<file path="src/rtl/trng_pkg.sv">
// Shared types and default parameter values for the TRNG collector.
package trng_pkg;

   localparam int WIDTH_DEF      = 32;
   localparam int VN_EN_DEF      = 1;
   localparam int RCT_CUTOFF_DEF = 32;

   // Run counter wide enough for the largest legal cutoff.
   localparam int RUN_W = 8;

   typedef enum logic [2:0] {
      IDLE,
      WARMUP,
      COLLECT,
      FULL,
      FAIL
   } state_t;

endpackage

</file>
<file path="src/rtl/trng_vn_extractor.sv">
// Von Neumann debiaser: pairs raw samples, emits the first bit of each unequal pair.
module trng_vn_extractor (
   input  logic clk,
   input  logic reset,
   input  logic sample_valid,
   input  logic raw_bit,
   input  logic flush,
   output logic bit_valid,
   output logic bit_out
);

   logic have_first;
   logic first;

   always_ff @(posedge clk) begin
      if (reset) begin
         have_first <= 1'b0;
         first      <= 1'b0;
      end else if (flush) begin
         have_first <= 1'b0;
         first      <= 1'b0;
      end else if (sample_valid) begin
         if (have_first) begin
            have_first <= 1'b0;
            first      <= 1'b0;
         end else begin
            have_first <= 1'b1;
            first      <= raw_bit;
         end
      end
   end

   // 01 yields 0 and 10 yields 1, so the emitted bit is always the first of the pair.
   assign bit_valid = sample_valid && !flush && have_first && (first != raw_bit);
   assign bit_out   = first;

endmodule

</file>
<file path="src/rtl/trng_collector.sv">
// Collects debiased TRNG bits into WIDTH-bit words with a repetition-count health test.
module trng_collector
   import trng_pkg::*;
#(
   parameter int WIDTH      = WIDTH_DEF,
   parameter int VN_EN      = VN_EN_DEF,
   parameter int RCT_CUTOFF = RCT_CUTOFF_DEF
) (
   input  logic             clk,
   input  logic             reset,
   input  logic             enable,
   output logic             trng_en,
   input  logic             trng_bit,
   output logic [WIDTH-1:0] data,
   output logic             valid,
   input  logic             ready,
   output logic             health_fail,
   input  logic             clear_fail
);

   localparam int                CNT_W    = $clog2(WIDTH + 1);
   localparam logic [CNT_W-1:0]  LAST_CNT = CNT_W'(WIDTH - 1);
   localparam logic [RUN_W-1:0]  CUTOFF   = RCT_CUTOFF[RUN_W-1:0];

   state_t             state;
   state_t             state_next;
   logic [WIDTH-1:0]   shreg;
   logic [CNT_W-1:0]   cnt;
   logic [CNT_W-1:0]   cnt_next;
   logic [RUN_W-1:0]   run;
   logic [RUN_W-1:0]   run_next;
   logic               last_bit;

   logic               in_collect;
   logic               sampling;
   logic               acc_valid;
   logic               acc_bit;
   logic               trip;
   logic               word_done;
   logic               xfer;
   logic               shift_en;

   function automatic logic [RUN_W-1:0] sat_inc(input logic [RUN_W-1:0] v);
      return (v == {RUN_W{1'b1}}) ? v : v + RUN_W'(1);
   endfunction

   assign in_collect = (state == COLLECT);
   assign sampling   = (state == COLLECT) || (state == FULL);

   generate
      if (VN_EN != 0) begin : g_vn
         trng_vn_extractor u_vn (
            .clk          (clk),
            .reset        (reset),
            .sample_valid (in_collect),
            .raw_bit      (trng_bit),
            .flush        (!in_collect),
            .bit_valid    (acc_valid),
            .bit_out      (acc_bit)
         );
      end else begin : g_raw
         assign acc_valid = in_collect;
         assign acc_bit   = trng_bit;
      end
   endgenerate

   // A zero run count means no previous sample since warmup.
   always_comb begin
      run_next = RUN_W'(1);
      if (run != '0 && trng_bit == last_bit) begin
         run_next = sat_inc(run);
      end
   end

   assign trip      = sampling && (run_next >= CUTOFF);
   assign word_done = acc_valid && (cnt == LAST_CNT);
   assign xfer      = (state == FULL) && ready;

   always_comb begin
      state_next = state;
      case (state)
         IDLE: begin
            if (enable) state_next = WARMUP;
         end
         WARMUP: begin
            state_next = enable ? COLLECT : IDLE;
         end
         COLLECT: begin
            if (trip)           state_next = FAIL;
            else if (!enable)   state_next = IDLE;
            else if (word_done) state_next = FULL;
         end
         FULL: begin
            if (trip)         state_next = FAIL;
            else if (!enable) state_next = IDLE;
            else if (ready)   state_next = COLLECT;
         end
         FAIL: begin
            if (clear_fail) state_next = IDLE;
         end
         default: state_next = IDLE;
      endcase
   end

   // Bits only land in the word when the collection is actually continuing.
   assign shift_en = acc_valid && (state_next == COLLECT || state_next == FULL);

   always_comb begin
      cnt_next = cnt;
      if (state_next != COLLECT && state_next != FULL) begin
         cnt_next = '0;
      end else if (xfer) begin
         cnt_next = '0;
      end else if (shift_en) begin
         cnt_next = cnt + CNT_W'(1);
      end
   end

   always_ff @(posedge clk) begin
      if (reset) begin
         state    <= IDLE;
         shreg    <= '0;
         cnt      <= '0;
         run      <= '0;
         last_bit <= 1'b0;
      end else begin
         state <= state_next;
         cnt   <= cnt_next;
         if (shift_en) begin
            shreg <= {shreg[WIDTH-2:0], acc_bit};
         end
         if (state == WARMUP) begin
            run <= '0;
         end else if (sampling) begin
            run      <= run_next;
            last_bit <= trng_bit;
         end
      end
   end

   assign trng_en     = (state == WARMUP) || (state == COLLECT) || (state == FULL);
   assign valid       = (state == FULL);
   assign health_fail = (state == FAIL);
   assign data        = shreg;

endmodule
</file>
<file path="config.mk">
export PLATFORM = sky130hd
export DESIGN_NAME = trng_collector
export DESIGN_NICKNAME = d
export VERILOG_FILES = /design/src/rtl/trng_pkg.sv /design/src/rtl/trng_vn_extractor.sv /design/src/rtl/trng_collector.sv
export SDC_FILE = /design/constraint.sdc
export NUM_CORES = 1
export LEC_CHECK = 0
export CAP_MARGIN = 5
export CORE_ASPECT_RATIO = 1.2
export CORE_MARGIN = 2
export CORE_UTILIZATION = 46
export CTS_BUF_LIST = sky130_fd_sc_hd__clkbuf_8 sky130_fd_sc_hd__clkbuf_16
export DETAILED_ROUTE_END_ITERATION = 16
export PLACE_DENSITY = 0.74
export SLEW_MARGIN = 20
export SYNTH_ARGS = -nofsm -noshare
export SYNTH_HDL_FRONTEND = slang
export SYNTH_SLANG_ARGS = --single-unit
</file>
<file path="constraint.sdc">
create_clock -name clk -period 2.2 [get_ports clk]
set_input_delay 0.44 -clock clk [delete_from_list [all_inputs] [get_ports clk]]
set_output_delay 0.44 -clock clk [all_outputs]
set_load 0.05 [all_outputs]
</file>
==> out/metrics.cfg, run 1 <==
[place]
dp_hpwl_mm = 3.21
placement.io_buffers = 40
place_congestion = 0.872

[setup_path]
setup.worst_path.end_class = register
crit_path_top_delay_cell = or4_4
cp-start-kind = register
cpLargestDelayFamily = simple AND/OR/NAND/NOR gates
cp_slowest_stage_delay_ns = 0.47
crit_arrival_ns = 2.42
crit_type = register to register
reg2reg_depth = 6
r2r_start = run[1]$_SDFFE_PP0P_
cp_max_fo = 4
cp_num_cells = 6
critPathBufInv = 0
crit_chain = ha_2 > a211o_1 > or3_4 > a211o_4 > or4_4 > a21oi_1
critPathRequiredTime_ns = 2.43
startpoint = run[1]$_SDFFE_PP0P_

[floorplan]
core_um2 = 4660
die_w_um = 67.9
fp.dieArea_um2 = 5470
pin_count = 41
initial_core_util = 0.483
die_h_um = 80.6
rows = 27

[grt]
grt_pass1_vias = 1747
antenna_found_initial = 0
met3_usage = 0.0462
grt_first_pass_wirelength_mm = 7.69
grt.met2_usage = 0.282
grt_remaining_overflow = 0
grt.total_usage = 0.183
grt_start_max_net_pins = 37
busiest_layer = met2
met1_usage = 0.236

[routing]
drc = 0
firstDrtPassIters = 4
drtIter0Drc = 118
wirelength_mm = 4.66
ant_nets = 0
wl_per_cell_um = 13.2
via_count = 1917
viasPerCell = 5.42

[synth]
ys_seq_area_frac = 0.462
syn_inst = 242
ys_seq_elements = 52
ys_async_sr_fraction = 0
mappedNetlistArea_um2 = 2250
avgSynthCellArea_um2 = 9.30
synthDistinctLibCells = 40
syn_nets = 251
yosys_warnings = 0
synthFlopType = dfxtp_1
synth_edf_count = 0

[clock_tree]
clock_sinks = 52
worstSkewPairLatency_ns = 0.31
clk_pin_slew_worst_paths_ns = 0.10
htreeDepth = 2
clk_path_buf_depth = 2
cts_tree = done
cts_buffers = 5
clock-root-buffer = clkbuf_8

[layout]
antenna_cells = 0
final_core_util = 0.630
multi_input_comb_area_um2 = 1150
fin_nets = 304
ff_latch_area_um2 = 1040
drive_gt1_frac = 0.122
fillers = 390
syn_to_final_growth_pct = 30.6

[timing]
layout_min_cycle_time_ns = 2.18
report.final.slew_viol_count = 0
final-hold-violation-count = 0
worst_clock_skew_ns = 0.0121
finalSetupViolations = 0
worst_pin_slew_ns = 0.499
max-slew-margin-rel = 0.666
timing.setup.tns_ns = 0
rsz0062_at_grt = yes
fmax_mhz = 458
fin_crit_sh = 0.993

[run]
cap_violations = 0

[power_and_ir_drop]
ir_worst_vdd_mv = 0.337
finalPower_mw = 1.67
leakagePower_nw = 1.30
pwr_density_cell_nw_per_um2 = 569

[min_path]
min_path_cells = 1
holdCritStartpoint = g_vn.u_vn.have_first$_SDFF_PP0_
hp-class = register to register

[outcome]
status = completed

-- report_power, final --
part	switching (mW)	internal, mW	total, mW
registers	0.00437	0.944	0.948
clock network	0.316	0.339	0.655
logic	0.0419	0.0264	0.0683
total	0.362	1.31	1.67
-- what timing repair did --
item	in CTS	in global routing
endpoints found under the setup margin	1	22
cloned	0	0
setup buffers	1	0
pin swaps	3	1
hold buffers	0	0
gates resized for setup	1	3
-- area by class of cell --
cell class | count | share of cell area
clock inverters | 3 | 0.0145
clock buffers | 5 | 0.0234
inverters | 3 | 0.00383
well taps | 58 | 0.0247
flip-flops and latches | 52 | 0.354
repair buffers | 58 | 0.188
multi-input cells | 175 | 0.391
-- per-layer routing --
metal | up-vias | part of all wire
li1 | 962 | -
met1 | 885 | 0.46
met2 | 62 | 0.47
met3 | 8 | 0.050
met4 | 0 | 0.018
met5 | - | 0
-- through the flow --
stage                     hold slack (ns)  std cells  cell area (um^2)  worst slack, ns
after detailed placement            0.415        345              2800           -0.172
after CTS                           0.429        354              2930           0.0105
after global placement              0.413        345              2800          -0.0988
after global routing                0.442        354              2940          -0.0422
final                               0.427        354              2940           0.0164
after floorplan                     0.399        242              2250           0.0141
-- path summary, 6_finish.rpt --
kind                            slack (ns)                               to
worst min register to register        0.43  g_vn.u_vn.have_first$_SDFF_PP0_
worst max register to register        0.02              cnt[5]$_SDFFE_PP0P_
worst max-delay path                  0.02              cnt[5]$_SDFFE_PP0P_
worst min-delay path                  0.43  g_vn.u_vn.have_first$_SDFF_PP0_
-- state kept, by name (all words and copies together) (netlist names) --
register and flops:
run 8, g_vn.u_vn.bit_out 1, cnt 6, last_bit 1
g_vn.u_vn.have_first 1, state 3, data 32
-- cell usage in the layout (no fill, tap or decap), types with 5 or more instances in the layout --
cell type / instances
nand2_1: 13
clkdlybuf4s50_1: 37
dfxtp_1: 52
nor3_1: 7
nor2_1: 47
buf_4: 19
o21ai_0: 5
a21oi_1: 12
a211oi_1: 5
clkbuf_8: 5
mux2i_1: 33
nand3_1: 5
-- cell families (layout without fill, tap and decap cells) --
kind of cell | count (synthesis) | in the layout | synth area share
simple gates | 99 | 99 | 0.217
xor+xnor | 5 | 5 | 0.0195
compound gates | 35 | 35 | 0.101
buf+inv | 15 | 69 | 0.0367
mux | 33 | 33 | 0.147
fa+ha+maj | 3 | 3 | 0.0167
flops | 52 | 52 | 0.462
-- cell usage after synthesis, drive strengths merged, types with 2 or more instances --
cell type / instances / area share
nor4: 2 / 0.0056
and3: 2 / 0.0056
xor2: 3 / 0.012
nor3: 7 / 0.016
a221oi: 2 / 0.0078
clkbuf: 7 / 0.012
xnor2: 2 / 0.0078
nand2b: 4 / 0.011
or3: 3 / 0.011
nor2b: 2 / 0.0056
nor2: 47 / 0.078
ha: 3 / 0.017
a211oi: 5 / 0.017
dfxtp: 52 / 0.46
or3b: 2 / 0.0078
o21ai: 5 / 0.011
a211o: 2 / 0.0078
a21oi: 12 / 0.027
nand4: 3 / 0.015
a31oi: 3 / 0.0083
buf: 5 / 0.020
nand2: 13 / 0.022
nand3: 5 / 0.011
mux2i: 33 / 0.15
and2: 4 / 0.011
inv: 3 / 0.0050
Power figures use the tool's default switching activity.
==> inputs of run 2 (changes only) <==
GPL_ROUTABILITY_DRIVEN = 0   (was unset)
==> results of run 2 <==
Same layout as run 1: the final DEF is identical, and so are final timing and power.
